**src/rtl/timekeeper_pkg.sv**
```systemverilog
// Shared widths, field encoding and wrap helpers for the front-panel time-of-day counter.
package timekeeper_pkg;

    localparam int unsigned HOUR_W  = 5;
    localparam int unsigned MIN_W   = 6;
    localparam int unsigned SEC_W   = 6;
    localparam int unsigned BIN_W   = 6;
    localparam int unsigned BCD_W   = 8;
    localparam int unsigned FIELD_W = 2;

    localparam int unsigned MAX_SEC        = 59;
    localparam int unsigned MAX_MIN        = 59;
    localparam int unsigned MAX_HOUR       = 23;
    localparam int unsigned HOURS_HALF_DAY = 12;

    typedef enum logic [FIELD_W-1:0] {
        FIELD_MIN  = 2'd0,
        FIELD_HOUR = 2'd1,
        FIELD_SEC  = 2'd2
    } field_e;

    typedef struct packed {
        logic [HOUR_W-1:0] hour;
        logic [MIN_W-1:0]  minute;
        logic [SEC_W-1:0]  second;
    } tod_t;

    // One step up or down with wrap between 0 and max_v; out-of-range values recover to a bound.
    function automatic logic [BIN_W-1:0] wrap_step(input logic [BIN_W-1:0] v,
                                                   input logic [BIN_W-1:0] max_v,
                                                   input logic             up);
        logic [BIN_W-1:0] r;
        if (up) begin
            r = (v >= max_v) ? '0 : v + BIN_W'(1);
        end else begin
            r = (v == '0 || v > max_v) ? max_v : v - BIN_W'(1);
        end
        return r;
    endfunction

    function automatic field_e next_field(input field_e f);
        field_e r;
        case (f)
            FIELD_MIN:  r = FIELD_HOUR;
            FIELD_HOUR: r = FIELD_SEC;
            default:    r = FIELD_MIN;
        endcase
        return r;
    endfunction

    // 24 h internal hour to 12 h display hour: midnight/noon show as 12.
    function automatic logic [HOUR_W-1:0] hour_12h(input logic [HOUR_W-1:0] h);
        logic [HOUR_W-1:0] r;
        if (h == '0) begin
            r = HOUR_W'(HOURS_HALF_DAY);
        end else if (h > HOUR_W'(HOURS_HALF_DAY)) begin
            r = h - HOUR_W'(HOURS_HALF_DAY);
        end else begin
            r = h;
        end
        return r;
    endfunction

endpackage

```
**src/rtl/timekeeper_bin2bcd60.sv**
```systemverilog
// Combinational binary (0-59) to two-digit packed BCD for the tube drivers.
module bin2bcd60
    import timekeeper_pkg::*;
(
    input  logic [BIN_W-1:0] bin,
    output logic [BCD_W-1:0] bcd
);

    logic [3:0] tens;
    logic [3:0] ones;

    // Range compare instead of a divider: only six tens values exist.
    always_comb begin
        tens = 4'd0;
        ones = 4'(bin);
        if (bin >= 6'd50) begin
            tens = 4'd5;
            ones = 4'(bin - 6'd50);
        end else if (bin >= 6'd40) begin
            tens = 4'd4;
            ones = 4'(bin - 6'd40);
        end else if (bin >= 6'd30) begin
            tens = 4'd3;
            ones = 4'(bin - 6'd30);
        end else if (bin >= 6'd20) begin
            tens = 4'd2;
            ones = 4'(bin - 6'd20);
        end else if (bin >= 6'd10) begin
            tens = 4'd1;
            ones = 4'(bin - 6'd10);
        end
        bcd = {tens, ones};
    end

endmodule

```
**src/rtl/timekeeper.sv**
```systemverilog
// Time-of-day counter with key editing, 12/24 h display mapping and 1 Hz / day-wrap pulses.
module timekeeper
    import timekeeper_pkg::*;
#(
    parameter int unsigned TICKS_PER_SEC = 100_000_000
) (
    input  logic               clk,
    input  logic               reset,
    input  logic               power_state,
    input  logic               set_mode,
    input  logic               select_key,
    input  logic               increase_key,
    input  logic               decrease_key,
    input  logic               mode_12h,
    output logic [BCD_W-1:0]   hour_bcd,
    output logic [BCD_W-1:0]   minute_bcd,
    output logic [BCD_W-1:0]   second_bcd,
    output logic               pm,
    output logic [FIELD_W-1:0] set_field,
    output logic               tick_1hz,
    output logic               day_wrap
);

    localparam int unsigned     CNT_W    = $clog2(TICKS_PER_SEC);
    localparam logic [CNT_W-1:0] CNT_LAST = CNT_W'(TICKS_PER_SEC - 1);

    logic [CNT_W-1:0] prescaler_q, prescaler_d;
    tod_t             tod_q, tod_d;
    field_e           field_q, field_d;
    logic             sel_prev_q, inc_prev_q, dec_prev_q;
    logic             tick_d, wrap_d, pm_d;

    logic running, editing;
    logic sel_edge, inc_edge, dec_edge;

    assign running  = power_state & ~set_mode;
    assign editing  = power_state & set_mode;
    assign sel_edge = select_key   & ~sel_prev_q;
    assign inc_edge = increase_key & ~inc_prev_q;
    assign dec_edge = decrease_key & ~dec_prev_q;

    // Next-state: run-mode counting with carries, edit-mode single-field steps, otherwise hold.
    always_comb begin
        prescaler_d = prescaler_q;
        tod_d       = tod_q;
        field_d     = field_q;
        tick_d      = 1'b0;
        wrap_d      = 1'b0;

        if (running) begin
            field_d = FIELD_MIN;
            if (prescaler_q == CNT_LAST) begin
                prescaler_d  = '0;
                tick_d       = 1'b1;
                tod_d.second = SEC_W'(wrap_step(BIN_W'(tod_q.second), BIN_W'(MAX_SEC), 1'b1));
                if (tod_q.second == SEC_W'(MAX_SEC)) begin
                    tod_d.minute = MIN_W'(wrap_step(BIN_W'(tod_q.minute), BIN_W'(MAX_MIN), 1'b1));
                    if (tod_q.minute == MIN_W'(MAX_MIN)) begin
                        tod_d.hour = HOUR_W'(wrap_step(BIN_W'(tod_q.hour), BIN_W'(MAX_HOUR), 1'b1));
                        wrap_d     = (tod_q.hour == HOUR_W'(MAX_HOUR));
                    end
                end
            end else begin
                prescaler_d = prescaler_q + CNT_W'(1);
            end
        end else if (editing) begin
            prescaler_d = '0;
            // Simultaneous increase and decrease cancel out.
            if (inc_edge != dec_edge) begin
                case (field_q)
                    FIELD_HOUR: tod_d.hour   = HOUR_W'(wrap_step(BIN_W'(tod_q.hour),
                                                                 BIN_W'(MAX_HOUR), inc_edge));
                    FIELD_SEC:  tod_d.second = SEC_W'(wrap_step(BIN_W'(tod_q.second),
                                                                BIN_W'(MAX_SEC), inc_edge));
                    default:    tod_d.minute = MIN_W'(wrap_step(BIN_W'(tod_q.minute),
                                                                BIN_W'(MAX_MIN), inc_edge));
                endcase
            end
            if (sel_edge) begin
                field_d = next_field(field_q);
            end
        end

        pm_d = (tod_d.hour >= HOUR_W'(HOURS_HALF_DAY));
    end

    // State register; key history keeps tracking while frozen so held keys never fire on power-up.
    always_ff @(posedge clk) begin
        if (reset) begin
            prescaler_q <= '0;
            tod_q       <= '0;
            field_q     <= FIELD_MIN;
            sel_prev_q  <= 1'b0;
            inc_prev_q  <= 1'b0;
            dec_prev_q  <= 1'b0;
            tick_1hz    <= 1'b0;
            day_wrap    <= 1'b0;
            pm          <= 1'b0;
        end else begin
            prescaler_q <= prescaler_d;
            tod_q       <= tod_d;
            field_q     <= field_d;
            sel_prev_q  <= select_key;
            inc_prev_q  <= increase_key;
            dec_prev_q  <= decrease_key;
            tick_1hz    <= tick_d;
            day_wrap    <= wrap_d;
            pm          <= pm_d;
        end
    end

    assign set_field = field_q;

    logic [HOUR_W-1:0] hour_disp;
    assign hour_disp = mode_12h ? hour_12h(tod_q.hour) : tod_q.hour;

    bin2bcd60 u_hour_bcd (
        .bin (BIN_W'(hour_disp)),
        .bcd (hour_bcd)
    );

    bin2bcd60 u_minute_bcd (
        .bin (BIN_W'(tod_q.minute)),
        .bcd (minute_bcd)
    );

    bin2bcd60 u_second_bcd (
        .bin (BIN_W'(tod_q.second)),
        .bcd (second_bcd)
    );

endmodule

```
**config.mk**
```make
export PLATFORM = sky130hd
export DESIGN_NAME = timekeeper
export DESIGN_NICKNAME = d
export VERILOG_FILES = /design/src/rtl/timekeeper_pkg.sv /design/src/rtl/timekeeper_bin2bcd60.sv /design/src/rtl/timekeeper.sv
export SDC_FILE = /design/constraint.sdc
export NUM_CORES = 1
export LEC_CHECK = 0
export ABC_CLOCK_PERIOD_IN_PS = 3900
export CAP_MARGIN = 5
export CORE_MARGIN = 1.5
export CORE_UTILIZATION = 61
export CTS_BUF_LIST = sky130_fd_sc_hd__clkbuf_4 sky130_fd_sc_hd__clkbuf_8
export DETAILED_ROUTE_END_ITERATION = 10
export PLACE_DENSITY = 0.89
export SLEW_MARGIN = 20
export SYNTH_ARGS = -nofsm -noshare
export SYNTH_HDL_FRONTEND = slang
export SYNTH_SLANG_ARGS = --single-unit
```
**constraint.sdc**
```tcl
create_clock -name clk -period 3.9 [get_ports clk]
set_clock_uncertainty 0.15 [all_clocks]
set_input_delay 0.39 -clock clk [delete_from_list [all_inputs] [get_ports clk]]
set_output_delay 0.39 -clock clk [all_outputs]
set_load 0.02 [all_outputs]
```
==> flow_summary.yaml <==
run_status:
  status: "complete, no violations"
worst_setup_path:
  start_kind: "flip-flop"
  cp_cell_sequence: "ha_1, o21ai_0, a21o_1, a2111oi_0, a21oi_1, o22a_1, o21ai_0, clkdlybuf4s50_1"
  cp.arrival_ns: 3.06
  worst_ep_required_time_ns: 3.36
  cp_slowest_cell: "dfxtp_1"
  critPathCaptureType: "output pin"
  crit_fanout: 13
  cp_common_cell: "o21ai_0"
  slowest_delay_ns: 0.63
  crit_type: "flip-flop to output pin"
global_routing:
  grt_pass1_wl_mm: 20.3
  grt_overflow: 0
  antenna_found_initial: 0
  track_usage_pct: 28.8
  grt_pass1_vias: 4338
  grt_max_degree: 27
yosys:
  async_flop_share_pct: 0
  synth-edff-count: 0
  synth_seq_cells: 52
  synthCells: 642
  yosys_most_used_dff: "dfxtp_1"
  ys_seq_area_share_pct: 21.8
  synth_area_per_cell_sq_um: 7.45
  synth_area_sq_mm: 0.00478
  synthDistinctLibCells: 74
  synth_warnings: 0
cells_and_area:
  fin_area_sq_mm: 0.00519
  antenna_cells: 0
  post-route-util_pct: 67.9
  seqCellArea_sq_mm: 0.00104
  multi_input_area_sq_mm: 0.00346
  drive_gt1_share_pct: 6.92
  nFillCells: 627
  area_delta_synth_final_pct: 8.66
  fin_nets: 694
timing:
  finalSetupTns_ns: 0
  grt_setup_unrepaired: "no"
  finalSetupViolCount: 0
  slew_violations: 0
  relSlewSlack_pct: 53.7
  min_period_ns: 3.60
  hold_viol_final: 0
  period_share_pct: 92.2
  setup_ws_ns: 0.303
  worstMarginPinSlew_ns: 0.694
  fmax_mhz: 278
placed_design:
  dp_slack_ns: 0.268
  port_buffers: 32
  dpl.hpwl_mm: 8.44
  gp_congestion: 0.939
  dpl-instance-area_sq_mm: 0.00509
routing:
  dr.pass1.iters: 5
  ant_nets: 0
  wl_per_cell_um: 15.7
  vias: 4900
  drc: 0
  drt_first_iter_violations: 383
  drt_wl_total_mm: 11.8
  viasPerCell: 6.52
die:
  dieArea_sq_mm: 0.00838
  core_sq_mm: 0.00765
  die_h_um: 91.5
  start_util_pct: 62.5
  row_count: 32
  num_io_pins: 37
  die_w_um: 91.5
clocking:
  clk_path_buf_depth: 2
  h-tree-depth: 2
  cts_inserted_buffers: 5
  insertion_delay_ns: 0.32
  cts_sinks: 52
  cts.clk_slew.worst_paths_ns: 0.10
  ctsRootBufferMaster: "clkbuf_8"
  cts_tree: "yes"
power_and_ir_drop:
  power.density_mw_per_mm2: 227
  leakage_nw: 1.85
  vdd_drop_max_mv: 0.172
hold_path:
  hp-class: "flip-flop to flip-flop"
job:
  drv_cap: 0
==> cell families (layout without fill, tap and decap cells) <==
group | count (synthesis) | after routing | synth area share, %
xor gates and xnor gates | 20 | 20 | 3.82
muxes | 2 | 2 | 0.419
and+or+nand+nor | 268 | 268 | 31.0
buffers and inverters | 67 | 72 | 6.10
adders and majority gates | 37 | 37 | 9.68
other | 1 | 4 | 0.0784
AOI/OAI and AO/OA | 195 | 195 | 27.1
DFF | 52 | 52 | 21.8
==> worst max-delay path: cells and delay by family (launching register included) <==
family | cells | cell delay, ns
flip-flops | 1 | 0.63
buffers and inverters | 1 | 0.62
AO/OA/AOI/OAI | 6 | 1.17
adder cells (fa/ha/maj) | 1 | 0.32
==> Yosys cell counts (all sizes together), types with 4 or more instances <==
master,instances,area (sq um)
a21oi,66,330
nand2,62,233
dfxtp,52,1040
nor2,52,200
ha,37,463
o21ai,31,155
clkbuf,29,109
nor3,28,145
inv,26,97.6
nand3,22,110
a31oi,19,119
xnor2,17,156
a311oi,14,129
nand4,13,103
buf,12,85.1
nand2b,10,62.6
nand3b,10,75.1
nor2b,9,56.3
nor3b,9,67.6
a21boi,8,60.1
nor4,8,86.3
a211oi,7,67.6
a21o,7,52.6
a221oi,7,78.8
or2,7,43.8
and3,6,37.5
or3,6,37.5
nand4b,5,43.8
a41oi,4,35.0
and2,4,25.0
or4,4,30.0
==> report_power, final <==
part	switching, mW	total [mW]	internal, mW
sequential	0.0171	0.557	0.540
clock	0.197	0.324	0.128
combinational	0.176	0.298	0.122
total	0.389	1.18	0.790
==> cell usage in the layout, fill, tap and decap left out, drive strengths merged, types with 4 or more instances in the layout <==
master / netlist / layout
and2: 4 / 4
a21boi: 8 / 8
a41oi: 4 / 4
o21ai: 31 / 31
nor2b: 9 / 9
a21o: 7 / 7
and3: 6 / 6
a21oi: 66 / 66
nand4b: 5 / 5
nand3b: 10 / 10
nand2: 62 / 62
a31oi: 19 / 19
inv: 26 / 27
nor3: 28 / 28
conb: 1 / 4
nand2b: 10 / 10
or2: 7 / 7
a221oi: 7 / 7
or3: 6 / 6
dfxtp: 52 / 52
a211oi: 7 / 7
clkdlybuf4s50: 0 / 27
nand3: 22 / 22
a311oi: 14 / 14
nor2: 52 / 52
buf: 12 / 6
dlymetal6s2s: 0 / 4
nor3b: 9 / 9
xnor2: 17 / 17
nor4: 8 / 8
or4: 4 / 4
nand4: 13 / 13
clkbuf: 29 / 6
ha: 37 / 37
==> final cells by class <==
cell class | instances | area share (%)
multi-input cells | 526 | 66.7
inverters | 26 | 1.88
repair buffers | 38 | 7.13
well taps | 102 | 2.46
clock buffers | 5 | 1.32
flip-flops and latches | 52 | 20.1
clock inverters | 3 | 0.409
==> worst paths after layout <==
kind	startpoint	to	slack, ns	cells after the start
setup / recovery	tod_q[3]	second_bcd[2]	0.30	8
hold reg to reg	prescaler_q[7]	prescaler_q[7]	0.33	2
hold / removal	prescaler_q[7]	prescaler_q[7]	0.33	2
setup reg to reg	tod_q[3]	pm	0.70	7
==> per-stage QoR <==
stage                     hold slack (ns)  total power [mW]  std cells
final                               0.332              1.18        752
after global routing                0.361              1.24        752
after CTS                           0.336              1.18        752
after detailed placement            0.322             0.862        744
after global placement              0.310             0.854        744
after floorplan                     0.301             0.776        645
==> state kept, by name (all words and copies together) (netlist names) <==
register     cells
dec_prev_q       1
tod_q           17
pm               1
sel_prev_q       1
tick_1hz         1
prescaler_q     27
inc_prev_q       1
day_wrap         1
set_field        2
==> per-layer routing <==
metal	part of all wire [%]	vias to the layer above	global-route usage, %
met4	1.1	0	7.55
met2	47	202	47.0
met1	45	2303	40.0
li1	-	2378	-
met5	0	-	0
met3	7.1	17	3.43
==> repair_timing <==
action                                 CTS  global route
setup buffers                            0             0
gates resized for setup                  2             7
hold buffers                             0             0
endpoints found under the hold margin    0             0
setup endpoints to repair                2             4
(Power assumes the default switching activity.)
